File: config.mk
export PLATFORM = sky130hd
export DESIGN_NAME = register_8_rx
export DESIGN_NICKNAME = d
export VERILOG_FILES = /design/src/rtl/register_8_rx_pkg.sv /design/src/rtl/rx_gap_timer.sv /design/src/rtl/register_8_rx.sv
export SDC_FILE = /design/constraint.sdc
export NUM_CORES = 1
export LEC_CHECK = 0
export ABC_CLOCK_PERIOD_IN_PS = 3750
export BUFFER_PORTS_ARGS = -buffer_cell sky130_fd_sc_hd__buf_2
export CAP_MARGIN = 20
export CORE_MARGIN = 10
export CORE_UTILIZATION = 50
export CTS_BUF_LIST = sky130_fd_sc_hd__clkbuf_2 sky130_fd_sc_hd__clkbuf_4 sky130_fd_sc_hd__clkbuf_8
export DETAILED_ROUTE_END_ITERATION = 7
export GPL_ROUTABILITY_DRIVEN = 0
export PLACE_DENSITY_LB_ADDON = 0.3
export SLEW_MARGIN = 0
export SYNTH_ARGS = -nofsm -noshare
export SYNTH_HDL_FRONTEND = slang
export SYNTH_SLANG_ARGS = --single-unit
File: constraint.sdc
create_clock -name CLK_TOP -period 3.75 [get_ports CLK_TOP]
set_input_delay 0 -clock CLK_TOP [delete_from_list [all_inputs] [get_ports CLK_TOP]]
set_output_delay 0 -clock CLK_TOP [all_outputs]
set_load 0.01 [all_outputs]
File: src/rtl/register_8_rx_pkg.sv
// register_8_rx_pkg: shared FSM state encoding and S_TOP mode-word field indices
package register_8_rx_pkg;
    typedef enum logic [1:0] {
        ST_IDLE  = 2'd0,
        ST_SHIFT = 2'd1,
        ST_PAR   = 2'd2
    } state_t;
    localparam int S_EN  = 0;
    localparam int S_LSB = 1;
    localparam int S_PAR = 2;
endpackage

File: src/rtl/rx_gap_timer.sv
// rx_gap_timer: counts idle cycles between strobes, flags the cycle that reaches TIMEOUT
module rx_gap_timer
    import register_8_rx_pkg::*;
#(
    parameter int TIMEOUT = 16
) (
    input  logic i_clk,
    input  logic i_rst,
    input  logic i_clr,
    input  logic i_en,
    output logic o_expire
);
    localparam int GW = $clog2(TIMEOUT + 1);
    logic [GW-1:0] r_gap;
    assign o_expire = i_en && (r_gap == GW'(TIMEOUT - 1));
    // gap counter: cleared on strobe or outside a frame, else counts idle cycles
    always_ff @(posedge i_clk or posedge i_rst) begin
        if (i_rst)
            r_gap <= '0;
        else if (i_clr)
            r_gap <= '0;
        else if (i_en)
            r_gap <= r_gap + GW'(1);
    end
endmodule

File: src/rtl/register_8_rx.sv
// register_8_rx: serial-to-parallel receiver with optional parity, gap timeout and VALID/ACK hold
module register_8_rx
    import register_8_rx_pkg::*;
#(
    parameter int WIDTH      = 8,
    parameter bit PARITY_ODD = 1'b0,
    parameter int TIMEOUT    = 16
) (
    input  logic             CLK_TOP,
    input  logic             RST_TOP,
    input  logic [2:0]       S_TOP,
    input  logic             SIN_TOP,
    input  logic             SEN_TOP,
    input  logic             DACK_TOP,
    output logic [WIDTH-1:0] DOUT_TOP,
    output logic             DVALID_TOP,
    output logic             PERR_TOP,
    output logic             OVR_TOP,
    output logic             FERR_TOP,
    output logic             BUSY_TOP
);
    localparam int CW = $clog2(WIDTH + 1);
    state_t           r_state, w_next;
    logic [WIDTH-1:0] r_sh, w_shifted, w_data, r_dout;
    logic [CW-1:0]    r_cnt;
    logic             r_lsb, r_par, r_dvalid, r_perr, r_ovr, r_ferr;
    logic             w_busy, w_start, w_shift, w_last, w_done, w_lsb, w_perr, w_expire;

    assign w_busy    = r_state != ST_IDLE;
    assign w_start   = r_state == ST_IDLE && SEN_TOP && S_TOP[S_EN];
    assign w_shift   = r_state == ST_SHIFT && SEN_TOP;
    assign w_last    = w_shift && r_cnt == CW'(WIDTH - 1);
    assign w_done    = (w_last && !r_par) || (r_state == ST_PAR && SEN_TOP);
    // the first strobe uses the live mode word, later strobes the latched copy
    assign w_lsb     = r_state == ST_IDLE ? S_TOP[S_LSB] : r_lsb;
    assign w_shifted = w_lsb ? {SIN_TOP, r_sh[WIDTH-1:1]} : {r_sh[WIDTH-2:0], SIN_TOP};
    assign w_data    = r_state == ST_PAR ? r_sh : w_shifted;
    assign w_perr    = r_state == ST_PAR && ((^r_sh ^ SIN_TOP) != PARITY_ODD);

    rx_gap_timer #(.TIMEOUT(TIMEOUT)) u_gap (
        .i_clk   (CLK_TOP),
        .i_rst   (RST_TOP),
        .i_clr   (!w_busy || SEN_TOP),
        .i_en    (w_busy && !SEN_TOP),
        .o_expire(w_expire)
    );

    // state register
    always_ff @(posedge CLK_TOP or posedge RST_TOP) begin
        if (RST_TOP)
            r_state <= ST_IDLE;
        else
            r_state <= w_next;
    end

    // next-state: a timeout always wins over waiting for the next strobe
    always_comb begin
        w_next = r_state;
        case (r_state)
            ST_IDLE:  w_next = w_start ? ST_SHIFT : ST_IDLE;
            ST_SHIFT: w_next = w_expire ? ST_IDLE : w_last ? (r_par ? ST_PAR : ST_IDLE) : ST_SHIFT;
            ST_PAR:   w_next = (w_expire || SEN_TOP) ? ST_IDLE : ST_PAR;
            default:  w_next = ST_IDLE;
        endcase
    end

    // shifter, mode latch and output hold register with overrun/timeout pulses
    always_ff @(posedge CLK_TOP or posedge RST_TOP) begin
        if (RST_TOP) begin
            r_sh     <= '0;
            r_cnt    <= '0;
            r_lsb    <= 1'b0;
            r_par    <= 1'b0;
            r_dout   <= '0;
            r_dvalid <= 1'b0;
            r_perr   <= 1'b0;
            r_ovr    <= 1'b0;
            r_ferr   <= 1'b0;
        end else begin
            r_ovr  <= 1'b0;
            r_ferr <= w_expire;
            if (w_start) begin
                r_lsb <= S_TOP[S_LSB];
                r_par <= S_TOP[S_PAR];
                r_cnt <= CW'(1);
            end else if (w_shift) begin
                r_cnt <= r_cnt + CW'(1);
            end
            if (w_start || w_shift)
                r_sh <= w_shifted;
            if (w_done) begin
                if (!r_dvalid || DACK_TOP) begin
                    r_dout   <= w_data;
                    r_perr   <= w_perr;
                    r_dvalid <= 1'b1;
                end else begin
                    r_ovr <= 1'b1;
                end
            end else if (r_dvalid && DACK_TOP) begin
                r_dvalid <= 1'b0;
            end
        end
    end

    assign DOUT_TOP   = r_dout;
    assign DVALID_TOP = r_dvalid;
    assign PERR_TOP   = r_perr;
    assign OVR_TOP    = r_ovr;
    assign FERR_TOP   = r_ferr;
    assign BUSY_TOP   = w_busy;
endmodule

## Word-level counts from Yosys, hierarchy flattened

Cells that the tools add are included.

| word-level totals | value |
|---|---|
| bits in registers | 33 |
| word-level logic and storage cells | 64 |

| cells by class | value |
|---|---|
| reduce and logical (&&, ||, !) cells | 27 |
| multiplexer cells | 18 |
| add/sub/neg operators | 2 |
| bitwise operators | 1 |
| equality and inequality tests | 5 |

Operator list:

| cell | count |
|---|---|
| two-way mux 8 bit | 2 |
| logical AND 1 bit | 10 |
| two-way mux 5 bit | 2 |
| two-way mux 2 bit | 4 |
| two-way mux 4 bit | 2 |
| nonzero test 2 bit | 4 |
| XOR reduction 8 bit | 1 |
| two-way mux 1 bit | 7 |
| case mux 2 bit (3 select lines) | 1 |
| adder 5 x 1 -> 5 bit (second input constant) | 1 |
| equality test 5 x 4 -> 1 bit (second input constant) | 1 |
| logical OR 1 bit | 5 |
| adder 4 x 1 -> 4 bit (second input constant) | 1 |
| equality test 4 x 3 -> 1 bit (second input constant) | 1 |
| logical NOT 1 bit | 4 |
| AND reduction 2 bit | 2 |
| equality test 2 x 1 -> 1 bit (second input constant) | 1 |
| equality test 2 bit (second input constant) | 1 |
| logical NOT 2 bit | 1 |
| inequality test 2 x 1 -> 1 bit (second input constant) | 1 |
| bitwise XOR 1 bit | 1 |

## Logic depth before layout (Yosys ltp)

Gate-level depths: netlist of the first run.

| depth | value |
|---|---|
| depth in word-level cells | 7 |
| gate-level depth with buffers | 7 |

## By module

A second synthesis of the first run with hierarchy kept.

| second synthesis, totals | value |
|---|---|
| cells, all modules | 171 |
| area total of the unflattened synthesis | 1809.2 um^2 |

Modules (own cells, without submodules):

| module | sequential area each (um^2) | cells each | area an instance (um^2) | times used |
|---|---|---|---|---|
| register_8_rx | 700.7 | 146 | 1520.2 | 1 |
| rx_gap_timer | 125.1 | 25 | 289.0 | 1 |

## Worst setup path after synthesis of the first run

No wires, ideal clock.

| timing path | value |
|---|---|
| kind | flip-flop to flip-flop |
| from | register r_state[1] |
| to | register r_dout[0] (netlist: DOUT_TOP[0]) |
| arrival | 1425 ps |
| period minus slack after synthesis | 1550 ps |
| required time | 3625 ps |
| slack | 2200 ps |
| buffers on the path | 2 |
| cell stages (with the launch flop) | 7 |
| cells stage by stage | dfrtp_1 > buf_6 > or3b_1 > buf_6 > nand3_1 > a31oi_1 > mux2_4 |

| between the ends | value |
|---|---|
| longest elaborated chain between the ends | 6 |

Ends and longest elaborated chain:

| what | RTL line | RTL |
|---|---|---|
| from (decl) | register_8_rx.sv:23 | `state_t r_state, w_next;` |
| from (signal assigned) | register_8_rx.sv:53 | `r_state <= w_next;` |
| equality test 2 x 1 -> 1 bit | register_8_rx.sv:31 | `assign w_shift = r_state == ST_SHIFT && SEN_TOP;` |
| logical AND 1 bit | register_8_rx.sv:31 |  |
| logical AND 1 bit | register_8_rx.sv:32 | `assign w_last = w_shift && r_cnt == CW'(WIDTH - 1);` |
| logical AND 1 bit | register_8_rx.sv:33 | `assign w_done = (w_last && !r_par) \|\| (r_state == ST_PAR && SEN_TOP);` |
| logical OR 1 bit | register_8_rx.sv:33 |  |
| AND reduction 2 bit (no line) | - |  |
| to (signal assigned) | register_8_rx.sv:93 | `r_dout <= w_data;` |
| to (decl) | register_8_rx.sv:24 | `logic [WIDTH-1:0] r_sh, w_shifted, w_data, r_dout;` |

Several ways; a longest one is shown, not always the timed one.
A chain may end at the register's enable or synchronous reset.

## Worst setup path after layout of the first run

| timing path | value |
|---|---|
| from | register r_state[0] |
| to | register r_dout[2] (netlist: DOUT_TOP[2]) |

Same word-level chain as after synthesis.

==> results.ini, run 1 <==
[grt]
top_usage_layer=met2
grt_pass1_vias=1314
antenna_found_initial=0
grt.met1_usage_pct=13.4
grt.overflow.total=0
grt_pass1_wl_um=5820
track_usage_pct=11.7
grt_max_degree=34
use_met3_pct=4.28
use_met2_pct=18.4

[floorplan]
rows=21
die_width_um=79.1
dieHeight_um=79.1
core-area_um2=3360
initial_utilization_pct=52.0
die_area_um2=6260
ioPinCount=21

[yosys]
yosysMostFrequentCell=dfrtp_1
synth_edf_count=0
ys_async_sr_fraction_pct=100
syn_nets=172
yosysTopAreaCellShare_pct=47.2
synth.distinct_cells=42
synthCells=161
synth_top_cells_by_area=dfrtp_1, mux2_4, xnor2_1
ys_seq_area_share_pct=47.2
synth.ff_latch_count=33
synth_area_um2=1750
yosysTopAreaCell=dfrtp_1
synth_common_cells=dfrtp_1, nor2_1, o21ai_0
syn_avg_cell_area_um2=10.9
ys.flop_type=dfrtp_1
ys_warn_count=0

[sta]
grt_setup_unrepaired=no
tns_ps=0
period_minus_slack_ps=2100
finalHoldViolations=0
fmaxAchievable_ghz=0.477
relSlewSlack_pct=52.3
period_share_pct=55.9
worst_pin_slew_ps=715
clock_skew_ps=3.33
slew_violations=0
setup_viol=0

[worst_setup_path]
startpoint_type=flip-flop
crit_chain=nand2b_1, a2bb2oi_4, nor2_8, mux2_4
reg2reg_depth=4
critical_path.endpoint_type=flip-flop
cp_num_buf_inv=0
critical_path_class=reg2reg
critPathLaunch=r_state[0]
r2r-start=r_state[0]
arrival_ps=2330
path_depth=4
crit_path_max_incr_delay_ps=660
cpMaxStageDelayCell=dfrtp_1
rrSetupSlack_ps=1650
rr_endpoint=DOUT_TOP[2]
worstPathRequired_ps=3990
worst-path-max-fanout=19
cp_top_family=simple AND/OR/NAND/NOR gates

[job]
timing.max_cap.violations=0

[final_layout]
final_area_um2=1980
nets=199
area_growth_pct=13.4
n_antenna_cell=0
final_layout_size_suffix_gt1_share_pct=23.4

[clock_tree]
cts_tree=yes
cts.repair.resized=0
cts_htree_levels=2
cts.clk_slew.worst_paths_ps=90
numCtsBuffers=5
cts-root-buf=clkbuf_4
clk_path_buf_depth=2
clk_latency_ps=340
cts.sink_count=33

[run_status]
run_status=finished clean

[worst_hold_path]
min_delay_worst_endpoint=r_state[0]
worstHoldStart=S_TOP[0]
min-delay-path-class=in2reg
worstHoldPathCells=5

[drt]
wl_um=3450
first_iter_violations=91
vias=1313
first_pass_iters=5
drc_errors=0
ant_nets=0
vias_per_cell=5.61
wl_per_cell_um=14.8

[pwr]
power_density_nw_per_um2=688
leakagePower_uw=0.000989
power_uw=1360
ir_worst_vdd_uv=388

[place]
portBuffers=20
place_area_um2=1870
dp_hpwl_um=2550

## tightest hold or removal path: stages
cell     delay, ps
buf_2           90
inv_1           40
mux2i_1        110
a21oi_1         80
nor2_1          80
## layer usage
metal | vias up | part of all wire [%]
met5 | - | 0
li1 | 627 | -
met1 | 649 | 44
met3 | 8 | 5.6
met2 | 29 | 48
met4 | 0 | 2.5
## registers in the layout, indices dropped and copies added (netlist names)
name / cells
DOUT_TOP: 8
OVR_TOP: 1
r_par: 1
FERR_TOP: 1
u_gap.r_gap: 5
r_lsb: 1
DVALID_TOP: 1
PERR_TOP: 1
r_sh: 8
r_state: 2
r_cnt: 4
## kinds of logic after synthesis
family	after synthesis	share of synthesized area, %
compound gates	45	17.0
flops	33	47.2
xor+xnor	9	5.29
mux	12	9.30
fa+ha+maj	3	2.15
simple gates	47	15.2
buf+inv	12	3.79
## report_power, final
part / internal (uW) / switching [uW] / total, uW / leakage [uW]
sequential: 476 / 123 / 600 / 0.000428
clock: 95.6 / 117 / 212 / 0.0000348
combinational: 308 / 245 / 553 / 0.000526
total: 880 / 484 / 1360 / 0.000989
## layout make-up
class | instances | area, um^2
clock buffer | 7 | 58.8
fill | 305 | 1380
inverter | 5 | 18.8
multi-input combinational | 116 | 857
sequential | 33 | 826
tap | 46 | 57.6
timing repair buffer | 27 | 165
## repair_timing
action	in CTS	in global routing
setup buffers	0	0
setup endpoints to repair	0	0
endpoints found under the hold margin	39	0
hold buffers	5	0
## cells in the final DEF, fill, tap and decap left out, types with 2 or more instances in the layout
cell type	synthesis	final
dfrtp_1	33	33
buf_2	2	20
nor2_1	15	15
o21ai_0	11	11
nand3_1	10	10
a21oi_1	9	9
a31oi_1	8	8
mux2_4	8	8
a21o_1	8	8
xnor2_1	7	7
clkbuf_4	0	6
nand2_1	5	5
inv_1	5	5
dlygate4sd3_1	0	5
and3_1	3	3
ha_1	3	3
o21ai_1	2	2
mux2i_1	2	2
nand2b_1	2	2
mux2_2	2	2
buf_4	1	2
## worst max path at each step
stage                        to  slack (ps)
floorplan           DOUT_TOP[0]        2200
global placement    DOUT_TOP[2]        1800
detailed placement  DOUT_TOP[2]        1690
CTS                 DOUT_TOP[2]        1660
global route        DOUT_TOP[2]        1520
finish              DOUT_TOP[2]        1650
## per-stage QoR
| stage | cells | setup WS, ps | hold WS [ps] | utilization [%] |
|---|---|---|---|---|
| 6_report | 234 | 1650 | 87.5 | 59.0 |
| 5_1_grt | 234 | 1520 | 135 | 59.0 |
| 4_1_cts | 234 | 1660 | 77.2 | 59.0 |
| 3_5_place_dp | 222 | 1690 | 107 | 55.7 |
| 3_3_place_gp | 222 | 1800 | 102 | 55.7 |
| 2_1_floorplan | 161 | 2200 | 129 | - |
Power figures use the tool's default switching activity.
==> run 2, diff against run 1 <==
ABC_CLOCK_PERIOD_IN_PS = 1700   (was 3750)
clock period = 1.7 ns   (was 3.75 ns; I/O delays follow)
==> run 2 against run 1 <==
  * Global-route usage rose by 0.11 points
  * Fmax up 32%
  * Register-to-register slack got worse by 1500 ps
  * Via count grew 0.99%
  * Cell area rose by 2.2%
  * Hold slack improved by 14 ps
  * Largest cell class unchanged
  * Clock power is 120% higher
  * Die area did not move
  * First-iteration DRC count increased by 9.9%
  * Critical path depth increased by 1
  * Highest routed layer unchanged
  * Cell count rose by 2.1%
==> results.ini, run 2 (same netlist as run 1, synthesis figures left out) <==
[worst_setup_path]
rrSetupSlack_ps=110
reg2reg_depth=5
arrival_ps=1820
crit_chain=ha_2, and3b_2, a2bb2oi_4, nor2_8, mux2_4
critical_path.endpoint_type=flip-flop
rr_endpoint=DOUT_TOP[2]
critical_path_class=reg2reg
startpoint_type=flip-flop
crit_path_max_incr_delay_ps=410
worst-path-max-fanout=8
r2r-start=r_cnt[0]
cpMaxStageDelayCell=dfrtp_1
worstPathRequired_ps=1930

[final_layout]
multi_input_area_um2=863
mostFrequentLayoutCells=dfrtp_1, buf_2, nor2_1, nand3_1, o21ai_0
fillers=302
final_common_cell=dfrtp_1
final_layout_size_suffix_gt1_share_pct=26.9
regArea_um2=826
nets=204
area_growth_pct=15.9
n_antenna_cell=0

[sta]
setup_viol=0
relSlewSlack_pct=68.2
finalHoldViolations=0
period_share_pct=93.5
grt_setup_unrepaired=no
clock_skew_ps=7.02
slew_violations=0
fin_hold_ws_ps=101
period_minus_slack_ps=1590
fmaxAchievable_ghz=0.629
worst_pin_slew_ps=476
tns_ps=0

[drt]
ant_nets=0
drt-met1-wl_um=1530
drc_errors=0
vias=1326
first_iter_violations=100
wl_per_cell_um=14.3
wl_um=3410
vias_per_cell=5.55
first_pass_iters=4
met2WireLength_um=1600
highest_layer=met4
met3WireLength_um=198

[run_status]
run_status=finished clean

[grt]
track_usage_pct=11.8
grt_pass1_vias=1272
antenna_found_initial=0
grt_max_degree=34
grt_pass1_wl_um=5950
grt.overflow.total=0

[clock_tree]
clk_latency_ps=340
numCtsBuffers=5
cts-root-buf=clkbuf_4
clk_path_buf_depth=2
cts.sink_count=33
cts_tree=yes
cts_htree_levels=2
cts.clk_slew.worst_paths_ps=100

[floorplan]
dieHeight_um=79.1
die_area_um2=6260
die_width_um=79.1
rows=21
initial_utilization_pct=52.0
ioPinCount=21
core-area_um2=3360

[place]
dp_hpwl_um=2490
portBuffers=20

[pwr]
switchingPower_uw=1050
swShare_pct=34.8
power_density_nw_per_um2=1490
ir_worst_vdd_uv=833
leakagePower_uw=0.00101
p_comb_share_pct=41.4
p_int_uw=1970
power_uw=3030
p_seq_share_pct=43.2
clkPwrFrac_pct=15.4

[worst_hold_path]
worstHoldStart=S_TOP[0]
min_delay_worst_endpoint=r_state[0]
min-delay-path-class=in2reg
worstHoldPathCells=5

[job]
timing.max_cap.violations=0

run 2: cell type report:
class | count | area share, %
clock buffer | 7 | 2.90
inverter | 5 | 0.926
tap | 46 | 2.84
sequential | 33 | 40.7
multi-input combinational | 116 | 42.6
timing repair buffer | 32 | 10.0
run 2: worst max path at each step:
stage / slack (ps) / startpoint / end
after CTS: 50 / r_cnt[0] / DOUT_TOP[3]
after global placement: 80 / r_state[1] / DOUT_TOP[3]
after floorplan: 150 / r_state[1] / DOUT_TOP[0]
after detailed placement: 60 / r_cnt[0] / DOUT_TOP[2]
final: 110 / r_cnt[0] / DOUT_TOP[2]
after global routing: 10 / r_sh[4] / PERR_TOP
run 2: critical path: cells and delay by family (launching register included):
family	cells	cell delay, ps
compound gates	1	240
fa+ha+maj	1	200
flops	1	410
mux	1	320
simple gates	2	320
run 2: per-layer routing:
metal / track usage (%) / up-vias
li1: - / 637
met2: 17.7 / 30
met1: 14.6 / 651
met4: 6.27 / 0
met3: 4.17 / 8
met5: 0 / -
run 2: stage by stage:
step / setup WS [ps] / std cells / util [%] / cell area [um^2]
4_1_cts: 45.5 / 238 / 59.9 / 2010
5_1_grt: 11.7 / 239 / 60.3 / 2030
6_report: 110 / 239 / 60.3 / 2030
2_1_floorplan: 150 / 161 / - / 1750
3_5_place_dp: 55.4 / 226 / 56.6 / 1900
3_3_place_gp: 79.9 / 226 / 56.6 / 1900
run 2: power by group through the flow:
| stage | Clock [uW] | Combinational (uW) | Sequential (uW) |
|---|---|---|---|
| after global routing | 512 | 1390 | 1350 |
| after CTS | 480 | 1250 | 1300 |
| after global placement | 0 | 1220 | 1300 |
| after detailed placement | 0 | 1240 | 1320 |
| after floorplan | 0 | 911 | 1310 |
| final | 467 | 1250 | 1310 |
run 2: timing repair:
action	CTS	global route
hold endpoints to repair	38	0
hold buffers	5	0
setup buffers	0	1
endpoints found under the setup margin	0	8
gates resized for setup	0	4
==> run 3, diff against run 2 <==
CORE_MARGIN = 5   (was 10)
CORE_UTILIZATION = 54   (was 50)
SKIP_LAST_GASP = 1   (was default)
==> run 3 against run 2 <==
  * Hold slack worse by 20 ps
  * Sequential share of layout area fell by 0.18 points
  * Via count unchanged
  * Cell area rose by 0.43%
  * Wire length grew 3.0%
  * Critical endpoint unchanged
==> results.ini, run 3 (same netlist as run 1, synthesis figures left out) <==
[worst_setup_path]
worst-path-max-fanout=8
startpoint_type=flip-flop
crit_chain=or3b_4, nand3_1, a31oi_1, mux2_4
critical_path_class=reg2reg
crit_path_max_incr_delay_ps=490
worstPathRequired_ps=1940
cpMaxStageDelayCell=dfrtp_1
critical_path.endpoint_type=flip-flop
arrival_ps=1860

[pwr]
power_density_nw_per_um2=1500
leakagePower_uw=0.00102
ir_worst_vdd_uv=779

[drt]
first_iter_violations=62
ant_nets=0
vias_per_cell=5.57
wl_per_cell_um=14.7
first_pass_iters=4
vias=1326
wl_um=3510
drc_errors=0

[clock_tree]
numCtsBuffers=5
cts_htree_levels=2
cts.clk_slew.worst_paths_ps=100
clk_path_buf_depth=2
cts_tree=yes
cts.sink_count=33
clk_latency_ps=340
cts-root-buf=clkbuf_4

[run_status]
run_status=finished clean

[final_layout]
regArea_um2=826
utilization_pct=66.1
n_antenna_cell=0
fillers=243
nets=205
mostFrequentLayoutCells=dfrtp_1, buf_2, nor2_1, nand3_1, o21ai_0
final_layout_size_suffix_gt1_share_pct=26.8
area_growth_pct=16.4
multi_input_area_um2=867
final_common_cell=dfrtp_1

[sta]
period_share_pct=95.3
tns_ps=0
clock_skew_ps=6.94
relSlewSlack_pct=72.3
period_minus_slack_ps=1620
finalHoldViolations=0
slew_violations=0
setup_viol=0
fmaxAchievable_ghz=0.617
worst_pin_slew_ps=415
grt_setup_unrepaired=no

[place]
portBuffers=20
dp_hpwl_um=2550

[grt]
grt.overflow.total=0
track_usage_pct=18.8
grt_pass1_vias=1420
grt_max_degree=34
antenna_found_initial=0
grt_pass1_wl_um=6160

[floorplan]
die_area_um2=4480
dieHeight_um=66.9
core-area_um2=3080
die_width_um=66.9
initial_utilization_pct=56.8
rows=20
ioPinCount=21

[worst_hold_path]
min-delay-path-class=in2reg

[job]
timing.max_cap.violations=0

## run 3: metal layers
metal,vias to the layer above,routed length (um),global-route usage (%)
li1,647,-,-
met1,634,1550,21.6
met2,36,1700,32.1
met3,9,182,4.05
met4,0,79,10.9
met5,-,0,0
## run 3: final timing paths
check / start / endpoint / slack, ps / depth (start not counted)
max in group asynchronous: RST_TOP / r_sh[2] / 1120 / 4
max: r_state[1] / DOUT_TOP[2] / 80 / 4
max reg2reg: r_state[1] / DOUT_TOP[2] / 80 / 4
min in group asynchronous: RST_TOP / DOUT_TOP[5] / 280 / 4
min reg2reg: r_cnt[3] / r_cnt[3] / 490 / 1
min: SIN_TOP / r_sh[0] / 80 / 4
## run 3: worst max-delay path, delay by kind of cell (launching register included)
family             cells  cell delay [ps]
AOI/OAI and AO/OA      1              120
DFF                    1              490
and+or+nand+nor        2              620
muxes                  1              270
## run 3: timing repair
action / CTS / global route
buffers inserted: 0 / 2
gates resized for setup: 0 / 4
hold buffers: 5 / 0
endpoints found under the hold margin: 39 / 0
setup endpoints to repair: 0 / 8
## run 3: report_power, final
group	internal (uW)	total [uW]	switching, uW
Clock	211	468	257
Sequential	1050	1310	256
Combinational	713	1290	573
## run 3: final cells by class
type	instances	share of cell area, %
Clock buffer	7	2.89
Multi-Input combinational cell	116	42.6
Sequential cell	33	40.6
Timing Repair Buffer	33	10.3
Inverter	5	0.922
Tap cell	44	2.70
## run 3: metrics by stage
step | worst slack, ps | power [uW] | std cells | hold slack, ps | cell area [um^2]
floorplan | 150 | 2230 | 161 | 129 | 1750
global placement | 92.9 | 2510 | 224 | 99.8 | 1900
detailed placement | 27.7 | 2580 | 224 | 110 | 1900
CTS | 10.3 | 3050 | 236 | 89.4 | 2010
global route | 6.99 | 3270 | 238 | 128 | 2040
finish | 79.1 | 3060 | 238 | 81.4 | 2040
